### config.mk
export PLATFORM = sky130hd
export DESIGN_NAME = shift_arbiter
export DESIGN_NICKNAME = d
export VERILOG_FILES = /design/src/rtl/shift_arbiter.sv
export SDC_FILE = /design/constraint.sdc
export NUM_CORES = 1
export LEC_CHECK = 0
export BUFFER_PORTS_ARGS = -buffer_cell sky130_fd_sc_hd__buf_2
export CAP_MARGIN = 20
export CORE_MARGIN = 4
export CORE_UTILIZATION = 55
export CTS_CLUSTER_DIAMETER = 30
export DETAILED_ROUTE_END_ITERATION = 8
export PLACE_DENSITY = 0.76
export SKIP_CTS_REPAIR_TIMING = 1
export SLEW_MARGIN = 30
export SYNTH_ARGS = -nofsm -noshare
export SYNTH_HDL_FRONTEND = slang
export SYNTH_SLANG_ARGS = --single-unit
### constraint.sdc
create_clock -name clk -period 7.5 [get_ports clk]
set_input_delay 0.375 -clock clk [delete_from_list [all_inputs] [get_ports clk]]
set_output_delay 0.375 -clock clk [all_outputs]
set_load 0.02 [all_outputs]
### src/rtl/shift_arbiter.sv
// shift_arbiter: shares one 32-bit shift datapath between requesters A and B.
// Round-robin arbitration, one registered result stage with valid/ready
// backpressure. Optional grant counters are enabled by the macro
// SHIFT_ARBITER_STATS_EN (adds CNT_W parameter and a_grants/b_grants outputs).

module shift_left_logical #(
    parameter int N = 32
) (
    input  logic [N-1:0] in_data,
    input  logic [4:0]   shamt,
    output logic [N-1:0] out_data
);
    assign out_data = in_data << shamt;
endmodule

module shift_right_logical #(
    parameter int N = 32
) (
    input  logic [N-1:0] in_data,
    input  logic [4:0]   shamt,
    output logic [N-1:0] out_data
);
    assign out_data = in_data >> shamt;
endmodule

module shift_right_arithmetic #(
    parameter int N = 32
) (
    input  logic [N-1:0] in_data,
    input  logic [4:0]   shamt,
    output logic [N-1:0] out_data
);
    assign out_data = $signed(in_data) >>> shamt;
endmodule

module shift_arbiter #(
    parameter int N = 32
`ifdef SHIFT_ARBITER_STATS_EN
    , parameter int CNT_W = 16
`endif
) (
    input  logic         clk,
    input  logic         rst,
    input  logic         a_valid,
    output logic         a_ready,
    input  logic [N-1:0] a_data,
    input  logic [4:0]   a_shamt,
    input  logic [1:0]   a_op,
    input  logic         b_valid,
    output logic         b_ready,
    input  logic [N-1:0] b_data,
    input  logic [4:0]   b_shamt,
    input  logic [1:0]   b_op,
    output logic         rsp_valid,
    input  logic         rsp_ready,
    output logic [N-1:0] rsp_data,
    output logic         rsp_src
`ifdef SHIFT_ARBITER_STATS_EN
    ,
    output logic [CNT_W-1:0] a_grants,
    output logic [CNT_W-1:0] b_grants
`endif
);

    typedef enum logic [1:0] {
        OP_SLL  = 2'b00,
        OP_SRL  = 2'b01,
        OP_SRA  = 2'b10,
        OP_PASS = 2'b11
    } op_e;

    logic         rsp_valid_q, rsp_valid_d;
    logic [N-1:0] rsp_data_q,  rsp_data_d;
    logic         rsp_src_q,   rsp_src_d;
    logic         last_grant_q, last_grant_d;

    logic         avail;
    logic         grant_a, grant_b;
    logic         accept;
    logic         winner;
    logic [N-1:0] sel_data;
    logic [4:0]   sel_shamt;
    logic [1:0]   sel_op;
    logic [N-1:0] sll_out, srl_out, sra_out;
    logic [N-1:0] result;

    // Arbitration: the stage is free when empty or being drained; ties go to
    // whoever was not granted last.
    always_comb begin
        avail   = !rsp_valid_q || rsp_ready;
        grant_a = a_valid && (!b_valid || last_grant_q);
        grant_b = b_valid && (!a_valid || !last_grant_q);
        a_ready = avail && grant_a;
        b_ready = avail && grant_b;
        accept  = a_ready || b_ready;
        winner  = b_ready;
    end

    // Operand mux: steer the winning requester's operation into the datapath.
    always_comb begin
        sel_data  = winner ? b_data  : a_data;
        sel_shamt = winner ? b_shamt : a_shamt;
        sel_op    = winner ? b_op    : a_op;
    end

    shift_left_logical #(.N(N)) u_sll (
        .in_data (sel_data),
        .shamt   (sel_shamt),
        .out_data(sll_out)
    );

    shift_right_logical #(.N(N)) u_srl (
        .in_data (sel_data),
        .shamt   (sel_shamt),
        .out_data(srl_out)
    );

    shift_right_arithmetic #(.N(N)) u_sra (
        .in_data (sel_data),
        .shamt   (sel_shamt),
        .out_data(sra_out)
    );

    // Result select by opcode; PASS bypasses the shifters entirely.
    always_comb begin
        result = sel_data;
        case (op_e'(sel_op))
            OP_SLL:  result = sll_out;
            OP_SRL:  result = srl_out;
            OP_SRA:  result = sra_out;
            OP_PASS: result = sel_data;
            default: result = sel_data;
        endcase
    end

    // Next state of the result stage: load on accept, empty on a bare pop,
    // otherwise hold (covers backpressure).
    always_comb begin
        rsp_valid_d  = rsp_valid_q;
        rsp_data_d   = rsp_data_q;
        rsp_src_d    = rsp_src_q;
        last_grant_d = last_grant_q;
        if (accept) begin
            rsp_valid_d  = 1'b1;
            rsp_data_d   = result;
            rsp_src_d    = winner;
            last_grant_d = winner;
        end else if (rsp_ready) begin
            rsp_valid_d = 1'b0;
        end
    end

    // Result stage and round-robin pointer; reset makes A win the first tie.
    always_ff @(posedge clk or posedge rst) begin
        if (rst) begin
            rsp_valid_q  <= 1'b0;
            rsp_data_q   <= '0;
            rsp_src_q    <= 1'b0;
            last_grant_q <= 1'b1;
        end else begin
            rsp_valid_q  <= rsp_valid_d;
            rsp_data_q   <= rsp_data_d;
            rsp_src_q    <= rsp_src_d;
            last_grant_q <= last_grant_d;
        end
    end

    assign rsp_valid = rsp_valid_q;
    assign rsp_data  = rsp_data_q;
    assign rsp_src   = rsp_src_q;

`ifdef SHIFT_ARBITER_STATS_EN
    logic [CNT_W-1:0] a_cnt_q, a_cnt_d;
    logic [CNT_W-1:0] b_cnt_q, b_cnt_d;

    // Saturating grant counters, bumped on each requester's accept.
    always_comb begin
        a_cnt_d = a_cnt_q;
        b_cnt_d = b_cnt_q;
        if (a_ready && (a_cnt_q != '1)) begin
            a_cnt_d = a_cnt_q + 1'b1;
        end
        if (b_ready && (b_cnt_q != '1)) begin
            b_cnt_d = b_cnt_q + 1'b1;
        end
    end

    // Counter registers.
    always_ff @(posedge clk or posedge rst) begin
        if (rst) begin
            a_cnt_q <= '0;
            b_cnt_q <= '0;
        end else begin
            a_cnt_q <= a_cnt_d;
            b_cnt_q <= b_cnt_d;
        end
    end

    assign a_grants = a_cnt_q;
    assign b_grants = b_cnt_q;
`endif

endmodule

== After elaboration in Yosys (flattened, before gate mapping) ==
Index checks and enable logic that the tools add are counted.
Storage, ports and cells
  bits in registers: 35
  input bits: 83
Cells by class
  equality and inequality tests: 3
  shift-type cells: 3
  muxes and demuxes: 6
  reductions and logical operators: 14
Operators with widths (count)
  $pmux W32 S4: 1
  $mux W32: 1
  $shl A32 B5 Y32: 1
  $shr A32 B5 Y32: 1
  $sshr A32 B5 Y32: 1
  $mux W5: 1
  $eq A2 B2 Y1 const B: 2
  $logic_and A1 B1 Y1: 4
  $logic_not A1 Y1: 4
  $logic_or A1 B1 Y1: 4
  $eq A2 B1 Y1 const B: 1
  $logic_not A2 Y1: 1
  $mux W1: 2
  $mux W2: 1
  $reduce_bool A2 Y1: 1

== Longest topological paths before layout ==
  word-level depth: 7
  depth in mapped cells: 11

== Modules after synthesis ==
Synthesis repeated with hierarchy kept, for this count alone.
Unflattened totals
  cell total of the unflattened synthesis: 1066
  area total of the unflattened synthesis: 9749.4 um^2
Modules (own cells, without submodules)
  shift_arbiter: instances 1, cells an instance 435, area each 4033.9 um^2, sequential area each 877.1 um^2
  shift_right_arithmetic: instances 1, cells an instance 275, area each 2349.8 um^2, sequential area each 0.0 um^2
  shift_left_logical: instances 1, cells an instance 176, area each 1724.2 um^2, sequential area each 0.0 um^2
  shift_right_logical: instances 1, cells an instance 180, area each 1641.6 um^2, sequential area each 0.0 um^2

== Worst setup path before layout ==
OpenSTA, ideal clock, no wires.
  path kind: reg2reg
  start: register rsp_valid_q (netlist: rsp_valid)
  end: register rsp_data_q[26] (netlist: rsp_data[26])
  setup time: 126 ps
  data arrival time: 2228 ps
  slack: 5146 ps
  cell stages (with the launch flop): 10
  path buffers: 2
  path through: dfrtp_1 nor2b_1 buf_2 o31ai_4 and2_1 buf_6 mux2i_1 nor2_1 a2111o_1 o32a_1
On the way
  cells in the longest elaborated chain, start to end: 6
  elaborated cells on any way between the ends: 16
Ends and longest elaborated chain
  from (decl): RTL line 72  | logic rsp_valid_q, rsp_valid_d;
  from (signal assigned): RTL line 161  | rsp_valid_q <= rsp_valid_d;
  $logic_not A1 Y1 (*): RTL line 90  | avail = !rsp_valid_q || rsp_ready;
  $logic_or A1 B1 Y1 (*): RTL line 90
  $logic_and A1 B1 Y1: RTL line 94  | b_ready = avail && grant_b;
  $mux W32, or another cell as far along: RTL line 101  | sel_data = winner ? b_data : a_data;
  $sshr A32 B5 Y32, or another cell as far along: RTL line 33  | assign out_data = $signed(in_data) >>> shamt;
  $pmux W32 S4: RTL line 127  | case (op_e'(sel_op))
  to (signal assigned): RTL line 162  | rsp_data_q <= rsp_data_d;
  to (decl): RTL line 73  | logic [N-1:0] rsp_data_q, rsp_data_d;
Mark *: on every way between the ends. The rest lies on a longest branch, timed or not.
A chain may end at the register's enable or synchronous reset.

== Worst setup path in the final report ==
  start: register last_grant_q
  end: register rsp_data_q[1] (netlist: rsp_data[1])
On the way
  cells in the longest elaborated chain, start to end: 7
  elaborated cells on any way between the ends: 19
Ends and longest elaborated chain
  from (decl): RTL line 75  | logic last_grant_q, last_grant_d;
  from (signal assigned): RTL line 164  | last_grant_q <= last_grant_d;
  $logic_not A1 Y1: RTL line 92  | grant_b = b_valid && (!a_valid || !last_grant_q);
  $logic_or A1 B1 Y1: RTL line 92
  $logic_and A1 B1 Y1: RTL line 92
  $logic_and A1 B1 Y1: RTL line 94
  $mux W32, or another cell as far along: RTL line 101
  $sshr A32 B5 Y32, or another cell as far along: RTL line 33
  $pmux W32 S4: RTL line 127
Parallel ways exist; a longest one is shown, timed or not.

==> reports/metrics.yaml <==
status: "completed"
worstPathRequired_ns: 7.71
synth-edff-count: 0
grt_usage_pct: 46.7
grt_pass1_wl_um: 65500
tns_ns: 0
finalWirelength_um: 44200
start_util_pct: 56.7
ff2ff_setup_slack_ns: 3.13
grt_max_degree: 73
wl_met1_um: 15700
grt_pass1_vias: 10030
die_area_um2: 18800
dp_hpwl_um: 32400
fin_util_pct: 60.4
fin_cells: 1336
ys_seq_area_share_pct: 9.59
grt_remaining_overflow: 0
avgRoutedWirePerCell_um: 33.1
setup_viol: 0
cp-end-kind: "register"
antenna_found_initial: 0
drv_slew: 0
fin_crit_sh_pct: 58.3
routed-wl-met3_um: 6600
ant_nets: 0
io_pins: 119
ys_warn_count: 0
p_leak_nw: 3.80
cts_max_path_buffers: 2
drive_above_1_share_pct: 27.8
layout_common_cells: "138 x mux2i_1, 116 x buf_2, 102 x nor2_1, 89 x nand2_1, 72 x mux4_2"
netlist_area_um2: 9140
cp_data_arrival_time_ns: 4.59
ir_worst_vdd_uv: 98.3
row_count: 46
cp-start-kind: "register"
critPathKind: "register to register"
die_h_um: 137
synth_cell_types: 84
vias: 10865
total_power_mw: 1.47
synth_nets: 1165
fmax_ghz: 0.229
synth-seq-cells: 35
clock_latency_ns: 0.29
period_needed_ns: 4.37
async_flop_share_pct: 100
top_layer_used: "met4"
core_um2: 16100
diodes: 0
nets: 1202
yosys_most_used_dff: "dfrtp_1"
dieWidth_um: 137
cts.sinks: 35
port_buffers: 118
numCtsBuffers: 5
layout-area-overhead-vs-synth_pct: 6.46
postSynthAreaPerCell_um2: 8.45
drc_errors: 0
numPlacedInstances: 1328
r2r-start: "last_grant_q"
synth_cells: 1082
power-per-cell-area_nw_per_um2: 151
fin_skew_ns: 0.00359
maxCapViolCount: 0
maxSlewHeadroom_pct: 27.4
clock-root-buffer: "clkbuf_16"
tritoncts: "yes"
crit_start: "last_grant_q"
htreeDepth: 2
viasPerCell: 8.13
final-hold-violation-count: 0
rsz0062_at_grt: "false"
hold_class: "input port to asynchronous set/reset pin"
layout_commonest_cell: "mux2i_1"
drtPass1Iterations: 7
worstMarginPinSlew_ns: 1.09
gp_congestion: 1.12
drt-initial-drc-count: 2314
met2_length_um: 17600
clk_pin_slew_ns: 0.07
critPathMaxFanout: 72
## routing by layer
metal	up-vias	global-route usage (%)
li1	4351	-
met1	5122	61.7
met2	1121	65.1
met3	271	13.4
met4	0	32.8
met5	-	0
## cell usage after synthesis (16+ instances only)
cell / count / area share [%]
o21ai_0: 51 / 2.8
clkbuf_1: 29 / 1.2
buf_4: 17 / 1.4
mux2i_1: 139 / 15
mux2_2: 55 / 6.8
nor3_1: 36 / 2.0
buf_2: 46 / 2.5
dfrtp_1: 34 / 9.3
a21oi_1: 65 / 3.6
nand3_1: 19 / 1.0
o22ai_1: 16 / 1.1
nand2_1: 89 / 3.7
mux4_2: 72 / 18
nor2_1: 103 / 4.2
a31oi_1: 31 / 2.1
## sequential cells by signal, summed over array words and instances (netlist names)
| register | flops |
|---|---|
| rsp_data | 32 |
| last_grant_q | 1 |
| rsp_src | 1 |
| rsp_valid | 1 |
## report_power, final
group / total [mW] / internal, mW / switching [mW]
combinational: 0.960 / 0.328 / 0.631
clock: 0.257 / 0.157 / 0.0996
sequential: 0.254 / 0.229 / 0.0255
## area by class of cell
cell class,count,area (um^2)
clock buffers,5,125
clock inverters,3,43.8
fillers,1484,6380
inverters,17,66.3
multi-input cells,917,7570
flip-flops and latches,35,877
well taps,216,270
repair buffers,143,783
## cells by family after synthesis
group	share of synthesized area (%)
AOI/OAI and AO/OA	25.6
buffers and inverters	8.07
DFF	9.59
muxes	40.8
and+or+nand+nor	16.0
## final timing paths
check | depth (start not counted) | end
worst min-delay path | 3 | rsp_src
min in group clk | 2 | last_grant_q
worst max-delay path | 8 | rsp_data[1]
worst max register to register | 8 | rsp_data[1]
max in group asynchronous | 3 | rsp_data[30]
worst min register to register | 2 | rsp_data[15]
## metrics by stage
stage / cell area (um^2) / hold slack [ns] / worst slack (ns)
floorplan: 9140 / 0.445 / 5.15
global placement: 9550 / 0.471 / 3.46
detailed placement: 9560 / 0.489 / 3.35
CTS: 9730 / 0.229 / 3.36
global route: 9730 / 0.267 / 2.97
finish: 9730 / 0.202 / 3.13
## critical path: stages, from the launching register on
cell and delay, ns:
dfstp_2 0.56, nand2_2 0.34, nand3_4 0.42, buf_4 0.81, mux2_2 0.87, nor3_1 0.28, a2111oi_0 0.65, a21oi_1 0.14
o22ai_1 0.13
No activity file was read; power rests on OpenSTA's default activity.
